--- config.mk ---
export PLATFORM = sky130hd
export DESIGN_NAME = nanov_fetch_seq
export DESIGN_NICKNAME = d
export VERILOG_FILES = /design/src/rtl/nanov_fetch_seq.sv
export SDC_FILE = /design/constraint.sdc
export NUM_CORES = 1
export LEC_CHECK = 0
export CAP_MARGIN = 20
export CORE_MARGIN = 5
export CORE_UTILIZATION = 43
export DETAILED_ROUTE_END_ITERATION = 10
export GPL_ROUTABILITY_DRIVEN = 0
export PLACE_DENSITY = 0.65
export SYNTH_ARGS = -nofsm -noshare
export SYNTH_HDL_FRONTEND = slang
export SYNTH_SLANG_ARGS = --single-unit
--- constraint.sdc ---
create_clock -name clk -period 3.3 [get_ports clk]
set_input_delay 0.66 -clock clk [delete_from_list [all_inputs] [get_ports clk]]
set_output_delay 0.66 -clock clk [all_outputs]
set_load 0.005 [all_outputs]
--- src/rtl/nanov_fetch_seq.sv ---
// nanov_fetch_seq: SPI flash instruction fetch and bit-serial sequencer
// feeding nanoV_core; the next word streams in during the final 32-clk cycle.
//
// Ports:
//   clk, rstn        core clock, async active-low reset
//   spi_miso         flash data in, sampled on posedge clk
//   spi_select       flash chip select (active low)
//   spi_clk_en       gate enable for flash SCK
//   spi_mosi         command/address bit to flash
//   instr            current instruction (NOP outside EXEC)
//   cycle, counter   instruction cycle index and bit index within it
//   pc               serial pc bit, pc_reg[counter]
//   branch           branch request from core, honoured only at cycle 0
//   branch_target    new pc, sampled at the end of the branching instruction
module nanov_fetch_seq #(
    parameter int          ADDR_BITS = 24,
    parameter logic [7:0]  READ_CMD  = 8'h03,
    parameter logic [31:0] PC_RESET  = 32'h0
) (
    input  logic        clk,
    input  logic        rstn,
    input  logic        spi_miso,
    output logic        spi_select,
    output logic        spi_clk_en,
    output logic        spi_mosi,
    output logic [31:0] instr,
    output logic [2:0]  cycle,
    output logic [4:0]  counter,
    output logic        pc,
    input  logic        branch,
    input  logic [31:0] branch_target
);

    localparam logic [31:0] NOP   = 32'h0000_0013;
    localparam logic [4:0]  ALAST = 5'(ADDR_BITS - 1);

    typedef enum logic [2:0] {DESEL, CMD, ADDR, FILL, EXEC} state_t;

    state_t      state_q, state_d;
    logic [4:0]  bcnt;
    logic [31:0] pc_reg;
    logic [31:0] sr;
    logic        br_pend;

    logic [31:0] nxt;
    logic [31:0] word;
    logic        is_jal;
    logic        is_shift;
    logic        last_cyc;
    logic        take;
    logic [2:0]  cidx;
    logic [4:0]  aidx;

    // Flash delivers byte0 first, MSB first; swap into a little-endian word.
    assign nxt  = {sr[30:0], spi_miso};
    assign word = {nxt[7:0], nxt[15:8], nxt[23:16], nxt[31:24]};

    assign is_jal   = (instr[6:0] == 7'b1101111);
    assign is_shift = ((instr[6:0] == 7'b0010011) ||
                       (instr[6:0] == 7'b0110011)) &&
                      (instr[13:12] == 2'b01);
    assign last_cyc = (cycle == {2'b00, is_jal | is_shift});
    // A branch raised on the last clk of a 1-cycle instruction still counts.
    assign take     = br_pend | (branch && (cycle == 3'd0));

    assign cidx = 3'd7 - bcnt[2:0];
    assign aidx = ALAST - bcnt;
    assign pc   = pc_reg[counter];

    always_comb begin
        state_d    = state_q;
        spi_select = 1'b1;
        spi_clk_en = 1'b0;
        spi_mosi   = 1'b0;
        unique case (state_q)
            DESEL: begin
                state_d = CMD;
            end
            CMD: begin
                spi_select = 1'b0;
                spi_clk_en = 1'b1;
                spi_mosi   = READ_CMD[cidx];
                if (bcnt == 5'd7) state_d = ADDR;
            end
            ADDR: begin
                spi_select = 1'b0;
                spi_clk_en = 1'b1;
                spi_mosi   = pc_reg[aidx];
                if (bcnt == ALAST) state_d = FILL;
            end
            FILL: begin
                spi_select = 1'b0;
                spi_clk_en = 1'b1;
                if (bcnt == 5'd31) state_d = EXEC;
            end
            EXEC: begin
                spi_select = 1'b0;
                // Flash stalls with CS low during non-final cycles.
                spi_clk_en = last_cyc;
                if (counter == 5'd31 && last_cyc && take) state_d = DESEL;
            end
            default: state_d = DESEL;
        endcase
    end

    always_ff @(posedge clk or negedge rstn) begin
        if (!rstn) begin
            state_q <= DESEL;
            bcnt    <= 5'd0;
            pc_reg  <= PC_RESET;
            sr      <= 32'd0;
            br_pend <= 1'b0;
            instr   <= NOP;
            cycle   <= 3'd0;
            counter <= 5'd0;
        end else begin
            state_q <= state_d;
            bcnt    <= (state_d != state_q) ? 5'd0 : bcnt + 5'd1;
            if (spi_clk_en && (state_q == FILL || state_q == EXEC))
                sr <= nxt;
            if (state_q == FILL && bcnt == 5'd31) begin
                instr   <= word;
                counter <= 5'd0;
                cycle   <= 3'd0;
            end else if (state_q == EXEC) begin
                counter <= counter + 5'd1;
                if (branch && cycle == 3'd0)
                    br_pend <= 1'b1;
                if (counter == 5'd31) begin
                    if (!last_cyc) begin
                        cycle <= cycle + 3'd1;
                    end else if (take) begin
                        pc_reg  <= branch_target;
                        br_pend <= 1'b0;
                        instr   <= NOP;
                        cycle   <= 3'd0;
                    end else begin
                        instr  <= word;
                        pc_reg <= pc_reg + 32'd4;
                        cycle  <= 3'd0;
                    end
                end
            end
        end
    end

endmodule
# ---- Word level (Yosys, flattened, before mapping)
# Memories as Yosys holds them, arrays and structs flattened.
# Cells that the tools add are included.
# Widths: inputs -> output; s select.
dict set report word_totals {
  romBits 8
  elab_cells 84
  n_memories 1
  register_bits 112
  in_bits 36
}
# memory words word_bits read_ports rd_ports_with_merged_regs write_ports line_no
set memory_table {}
lappend memory_table {{(name not given)} 8 1 1 0 0 82} ;# spi_mosi = READ_CMD[cidx];
dict set report op_classes {
  n_lt_le_gt_ge 3
  add_sub_neg 6
  muxes 30
  eq_ne 14
  bitwise 3
  reduce_logical 19
}
# cell count
set ops {}
lappend ops {{$mux 32} 6}
lappend ops {{$add 32x3->32 const B} 1}
lappend ops {{$mux 3} 8}
lappend ops {{$eq 5x5->1 const B} 3}
lappend ops {{$mux 5} 3}
lappend ops {{$pmux 3 s5} 1}
lappend ops {{$lt 5x6->1 const B} 2}
lappend ops {{$add 5x1->5 const B} 2}
lappend ops {{$bmux 1 s5} 2}
lappend ops {{$mux 1} 8}
lappend ops {{$eq 7x5->1 const B} 1}
lappend ops {{$eq 7x6->1 const B} 1}
lappend ops {{$eq 7x7->1 const B} 1}
lappend ops {{$eq 3x2->1 const B} 2}
lappend ops {{$logic_and 1x1->1} 6}
lappend ops {{$logic_not 3->1} 2}
lappend ops {{$reduce_bool 2->1} 3}
lappend ops {{$eq 5x3->1 const B} 1}
lappend ops {{$sub 5x5->5 const A} 1}
lappend ops {{$lt 3x4->1 const B} 1}
lappend ops {{$pmux 1 s2} 2}
lappend ops {{$reduce_and 2->1} 2}
lappend ops {{$reduce_and 4->1} 1}
lappend ops {{$reduce_or 4->1} 1}
lappend ops {{other kinds (12)} 14}

# ---- Longest topological paths before layout
dict set report depth {
  depth_word 11
  mapped_depth 10
  depth_no_buf 9
}

# ---- Least setup slack after synthesis
# No wires, ideal clock.
dict set report synth_timing {
  path_type {register -> output}
  from {register counter[0]}
  to {output port pc}
  slack_ns 0.503
  required_time_ns 2.640
  t_arrival_ns 2.137
  path_stages_with_launch 5
  cell_sequence {dfrtp_1 -> clkbuf_1 -> mux4_2 -> mux4_2 -> mux2_2}
}
dict set report synth_via {
  elab_chain_cells 2
}
# element line_no
set synth_rtl {}
lappend synth_rtl {{start: declaration} 28} ;# output logic [4:0] counter,
lappend synth_rtl {{start signal: assignment} 126} ;# counter <= counter + 5'd1;
lappend synth_rtl {{$bmux 1 s5} 68} ;# assign pc = pc_reg[counter];
lappend synth_rtl {{$mux 1 (implied by the code)} 68}
lappend synth_rtl {{end: declaration} 29} ;# output logic pc,
# Every way passes these cells. The select of a mux whose other input is x is not followed.

# ---- Final worst setup path
dict set report layout_timing {
  from {register bcnt[0]}
  to {output port spi_mosi}
}
dict set report layout_via {
  elab_chain_cells 4
  word_cells_on_any_way 7
  classes_between {add/sub: 2; mux: 4; memory: 1}
}
# element line_no
set layout_rtl {}
lappend layout_rtl {{start: declaration} 40} ;# logic [4:0] bcnt;
lappend layout_rtl {{start signal: assignment} 118} ;# bcnt <= (state_d != state_q) ? 5'd0 : bcnt + 5'd1;
lappend layout_rtl {{$sub 5x5->5 or $sub 3x3->3 (tied branches)} {67, 66}}
lappend layout_rtl {{$bmux 1 s5 or $mem_v2 8x1 (tied branches)} -}
lappend layout_rtl {{$mux 1 (on tied branches)} {88, 82}}
lappend layout_rtl {{$pmux 1 s2 *} 75} ;# unique case (state_q)
lappend layout_rtl {{end: declaration} 25} ;# output logic spi_mosi,
# Mark *: on every way between the ends. The rest lies on a longest branch, timed or not. The select of a mux whose other input is x is not followed.

==> flow_summary.toml <==
[placed_design]
io_buffers = 79
hpwlAfterDp_um = 9867
dpl.cell_count = 750
placed_area_um2 = 6695

[synth]
yosysMostFrequentCell = "dfrtp_1"
ys_types = 53
synth_edf_count = 0
yosysSeqAreaShare_pct = 49.29
synth-xor-area-share_pct = 0.7691
synth_common_cells = "109 x dfrtp_1, 40 x nor2_1, 38 x a21oi_1"
synth_top_flop_cell = "dfrtp_1"
synth_compound_area_share_pct = 18.02
synth.net_count = 558
synth_top_area_share_pct = 47.90
yosysTopAreaCell = "dfrtp_1"
async_flop_share_pct = 100.0
avgSynthCellArea_um2 = 11.08
synth_warnings = 0
ys_ff_latch = 112
synth_fa_ha_area_share_pct = 1.758
muxShareOfSynthArea_pct = 14.81
synth_top_family_by_area = "compound AO/OA/AOI/OAI gates"
synth_area_leaders = "dfrtp_1 48%, mux4_2 7.5%, mux2_2 6.3%, a22o_1 5.1%, a21oi_1 3.3%"
synthSimpleGateAreaFrac_pct = 11.80
synth_area_um2 = 5694
netlist_instances = 514

[drt]
vias_per_cell = 5.849
drtIter0Drc = 303
route.detailed.wl_per_inst_um = 18.19
drt-total-wl_um = 13990
vias = 4498
dr.pass1.iters = 4
drc = 0
ant_nets = 0

[hold_path]
hold_class = "in2async"

[worst_setup_path]
required_ps = 2640
startpoint_type = "flip-flop"
cp_cell_sequence = "buf_12 > mux4_2 > mux4_2 > nand3_1 > nand3_1 > clkdlybuf4s50_1"
crit_path_end_kind = "output pin"
timing_worst_setup_path_type = "reg2out"
crit_slowest_cell = "mux4_2"
slowest_delay_ps = 500
cp_max_fo = 5
arrival_ps = 2540

[die]
core-area_um2 = 13140
start_util_pct = 43.34
die_area_um2 = 15640
die_w_um = 125.1
pin_count = 80
num_rows = 42
dieHeight_um = 125.1

[cts]
numCtsBuffers = 9
cts_sinks = 112
clk_pin_slew_ps = 80
cts_tree = "yes"
cts_root_buf = "clkbuf_16"
ctsLongestPathBuffers = 2
clk_latency_ps = 360
cts_max_level = 3
cts_hold_buffers = 0

[layout]
num-nets-final = 632
diodes = 0
design_area_um2 = 7061
drive_above_1_share_pct = 17.03
fin_cells = 769
fin_util_pct = 53.74
area_growth_pct = 23.99

[power_and_ir_drop]
power-per-cell-area_nw_per_um2 = 399.6
power.leakage_nw = 2.952
ir_worst_vdd_mv = 0.3270

[global_routing]
grt_usage_pct = 18.34
grt_pass1_vias = 4611
antenna_found_initial = 0
grt_max_degree = 51
grt_overflow = 0
grt_pass1_wl_um = 23490

[sta]
setup_viol = 0
hold_viol = 0
fmax_mhz = 312.2
slew_violations = 0
fin_worst_skew_ps = 11.15
rsz0062_at_grt = "false"
worst_pin_slew_ps = 635.0
slew_headroom_pct = 57.67
final.period_utilization_pct = 97.07
period_needed_ps = 3203
tns_ps = 0

[run_status]
outcome = "finished, final reports clean"

[run]
max-cap-violations = 0
==> layout by cell type, fill, tap and decap left out, drive strengths merged, types with 4 or more instances in the layout <==
cell type      synthesis  layout
clkbuf                23       9
a21oi                 38      38
and3                   5       5
a2bb2oi                9       9
a22o                  33      33
buf                   13      21
o21ai                 19      19
mux4                  19      19
nor3                   7       7
nand3                 23      23
inv                    9      13
and2                   4       4
a31oi                  6       6
nand2                 37      37
o22a                   8       8
nand4                 10      10
nor4                   6       6
nor2                  40      40
mux2                  36      36
dfrtp                109     109
clkdlybuf4s50          0      77
o22ai                 11      11
ha                     8       8
==> per-stage QoR <==
| stage | worst slack [ps] | hold WS (ps) | total power (W) |
|---|---|---|---|
| after floorplan | 503.1 | 364.4 | 0.001566 |
| after global placement | 372.1 | 479.6 | 0.001675 |
| after detailed placement | 322.1 | 492.7 | 0.001683 |
| after CTS | 63.71 | 337.3 | 0.002850 |
| after global routing | 7.390 | 368.3 | 0.002936 |
| final | 96.75 | 323.9 | 0.002822 |
==> report_power, final <==
part / switching [W] / internal (W) / leakage, nW / total, W
registers: 0.0000521 / 0.00141 / 1.40 / 0.00146
clock network: 0.000553 / 0.000614 / 0.157 / 0.00117
logic: 0.0000877 / 0.000104 / 1.40 / 0.000192
total: 0.000693 / 0.00213 / 2.95 / 0.00282
==> per-layer routing <==
metal	track usage, %	wire (um)	vias up
li1	-	-	2090
met2	29.90	6764	111
met1	24.41	6360	2272
met5	0	0	-
met4	7.207	331	0
met3	3.369	534	25
==> area by class of cell <==
cell class	count	area (um2)
Timing Repair Buffer	99	977.2
Multi-Input combinational cell	357	2701
Tap cell	176	220.2
Inverter	9	33.78
Sequential cell	112	2808
Fill cell	1143	6077
Clock buffer	9	225.2
Clock inverter	7	95.09
==> kinds of logic (layout without fill, tap and decap cells) <==
group                      count (synthesis)  in the layout
adders and majority gates                  8              8
xor gates and xnor gates                   5              5
DFF                                      112            112
AOI/OAI and AO/OA                        145            145
and+or+nand+nor                          143            143
muxes                                     56             56
buffers and inverters                     45            124
==> worst max-delay path: cells and delay by family (launching register included) <==
kind | cells | cell delay (ps)
DFF | 1 | 390
and+or+nand+nor | 2 | 210
buffers and inverters | 2 | 600
muxes | 2 | 980
==> worst paths after layout <==
kind                                     from                     to  slack, ps  depth (start not counted)
hold reg to reg            sr[30]$_DFFE_PN0P_     sr[30]$_DFFE_PN0P_        510                          1
setup reg to reg            bcnt[1]$_DFF_PN0_  instr[16]$_DFFE_PN0P_        640                          9
max in group asynchronous                rstn   instr[4]$_DFFE_PN1P_       2130                          2
min in group clk           sr[30]$_DFFE_PN0P_     sr[30]$_DFFE_PN0P_        510                          1
setup / recovery            bcnt[0]$_DFF_PN0_               spi_mosi        100                          6
hold / removal                           rstn      sr[3]$_DFFE_PN0P_        320                          1
==> repair_timing <==
item	in CTS	in global routing
buffers inserted	0	3
gates resized for setup	4	1
pin swaps	0	1
setup endpoints to repair	2	2
No activity file was read; power rests on OpenSTA's default activity.
==> variant (same flow settings) <==
Register the input `branch_target` before use, without a reset. The logic sees it one clock later. The other inputs are not delayed to match.
--- a/src/rtl/nanov_fetch_seq.sv
+++ b/src/rtl/nanov_fetch_seq.sv
@@ -36,4 +36,10 @@
 
     typedef enum logic [2:0] {DESEL, CMD, ADDR, FILL, EXEC} state_t;
+
+    logic [31:0] branch_target_q;
+
+    always_ff @(posedge clk) begin
+        branch_target_q <= branch_target;
+    end
 
     state_t      state_q, state_d;
@@ -131,5 +137,5 @@
                         cycle <= cycle + 3'd1;
                     end else if (take) begin
-                        pc_reg  <= branch_target;
+                        pc_reg  <= branch_target_q;
                         br_pend <= 1'b0;
                         instr   <= NOP;
Function: no difference found for any inputs over 10 cycles, from zero or initial values and one cycle with rstn low; that may be too few to reach the edited logic, so the function may still have changed.
==> variant against the original RTL <==
Worst setup slack got worse by 0.016 ns; routed wire length rose by 22%; clock skew rose by 0.0015 ns; combinational power rose by 14%; sequential cell count rose by 32; non-clock buffer count fell by 3; cell area rose by 20%; count of clock-buffer cells in the layout rose by 8; power rose by 43%; synthesized area rose by 19%; critical endpoint is now spi_clk_en; largest power group is now clock.
==> variant: results (changes against the original RTL) <==
[power]
swShare_pct=23.8  ; -0.73 points
leakagePower_nw=3.47  ; +18%
switchingPower_mw=0.962  ; +39%
ir_drop_uv=378  ; +16%

[status]
status=finished clean

[logic_synthesis]
yosysUniqueCellTypes=64  ; +21%
synth.top_cells.by_count=dfrtp_1 (109), nand2_1 (71), nand3_1 (55)
synth_nets=675  ; +21%
syn_area_per_cell_um2=10.8  ; -2.7%
ys_seq_area_share_pct=50.7  ; +1.4 points
synth_area_leaders=dfrtp_1 (40%), dfxtp_1 (9.4%), mux2_4 (6.8%)
async_flop_share_pct=77.8  ; -22 points
yosys_warnings=0  ; unchanged

[final_layout]
layout-drive-gt1-share_pct=17.9  ; +0.83 points
antenna_cells=0  ; unchanged
final_nets=742  ; +17%
fin_cells=927  ; +21%

[clock_tree]
cts_buffer_depth=2  ; unchanged
numCtsBuffers=17  ; +8
clkSlewWorstSetupHoldPaths_ns=0.06  ; -0.02 ns
cts_max_level=4  ; +1
cts-root-buf=clkbuf_16
clk-insertion-delay-late_ns=0.42  ; +0.06 ns

[route]
drt_iter0_markers=542  ; +79%
drt-pass1-iter-count=5  ; +1
routed_wl_um=17100  ; +22%
vias=5367  ; +19%

[setup_path]
crit_arrival_ns=2.56  ; +0.02 ns
critPathCapture=spi_clk_en
r2r-start=counter[0]
path_max_fanout=6  ; +1
reg2reg_to=instr[22]
startpoint=instr[3]
criticalPathCategory=flop to output port
reg2reg_depth=10  ; +1
r2r_slack_ns=0.49  ; -0.15 ns

[place]
io_buffers=79  ; unchanged
dp_cells=890  ; +19%
place_hpwl_um=11200  ; +14%
dp_slack_ns=0.258  ; -0.0645 ns

[timing]
period_share_pct=97.5  ; +0.48 points
max_slew.worst_pin.slew_ns=0.920  ; +0.285 ns
hold_ws_ns=0.249  ; -0.0747 ns
fin_skew_ns=0.0126  ; +0.00148 ns

[grt]
grt_pass1_vias=5272  ; +14%
grt_pass1_wl_um=27400  ; +17%
grt_max_degree=71  ; +39%
antenna_found_initial=0  ; unchanged
grt_util_all_layers_pct=18.8  ; +0.45 points

[min_path]
hp-class=input pin to async pin

variant: cell count changes in the layout (fill, tap and decap cells not counted), sizes merged, moves of 14 or more:
cell,delta
a22o,-32
o21ai,+31
nor2,-14
nand3,+32
dfxtp,+32
nand2,+34
variant: what timing repair did:
action | in CTS | in global routing
pin swaps | 0 | 1
buffers inserted | 2 | 0
setup endpoints to repair | 2 | 39
gates resized for setup | 5 | 8
cloned | 1 | 2
hold endpoints to repair | 0 | 0
variant: through the flow:
step           util, %  cell area, um2
2_1_floorplan        -            6800
3_3_place_gp      49.4            7770
3_5_place_dp      49.4            7770
4_1_cts           53.6            8420
5_1_grt           53.9            8470
6_report          53.9            8470
variant: cells by family after synthesis:
group / Yosys count / share of synthesized area [%]
mux: 58 / 14.4
buf+inv: 59 / 3.90
compound gates: 155 / 14.1
flops: 144 / 50.7
simple gates: 200 / 14.3
fa+ha+maj: 8 / 1.47
xor+xnor: 7 / 1.18
variant: how the worst min path moves through the flow:
stage / from / to / cells after the start
6_report: rstn / sr[30] / 1
5_1_grt: rstn / sr[30] / 1
4_1_cts: rstn / instr[7] / 1
3_5_place_dp: branch_target_q[3] / pc_reg[3] / 2
3_3_place_gp: branch_target_q[3] / pc_reg[3] / 2
2_1_floorplan: rstn / bcnt[0] / 0
variant: cell type report:
type | count | area (um2)
Inverter | 9 | 33.8
Clock inverter | 15 | 175
Timing Repair Buffer | 96 | 967
Sequential cell | 144 | 3450
Multi-Input combinational cell | 430 | 3150
Fill cell | 1372 | 7240
Clock buffer | 17 | 425
Tap cell | 216 | 270
variant: power groups by stage:
stage	sequential (mW)	combinational, mW	clock (mW)
2_1_floorplan	1.89	0.125	0
3_3_place_gp	1.91	0.215	0
3_5_place_dp	1.91	0.221	0
4_1_cts	1.88	0.222	1.98
5_1_grt	1.89	0.245	2.05
6_report	1.88	0.219	1.94
variant: worst max-delay path, stage by stage (launching register included):
cell and delay (ns):
dfrtp_1 0.43, or4_1 0.54, o22a_4 0.28, xnor2_4 0.19, o22ai_1 0.17, clkdlybuf4s50_1 0.53
variant: metal layers:
layer / part of all wire (%) / vias up / GRT usage (%)
li1: - / 2465 / -
met1: 45 / 2661 / 26.8
met2: 47 / 221 / 28.3
met3: 6.7 / 20 / 4.64
met4: 1.2 / 0 / 5.99
met5: 0 / - / 0
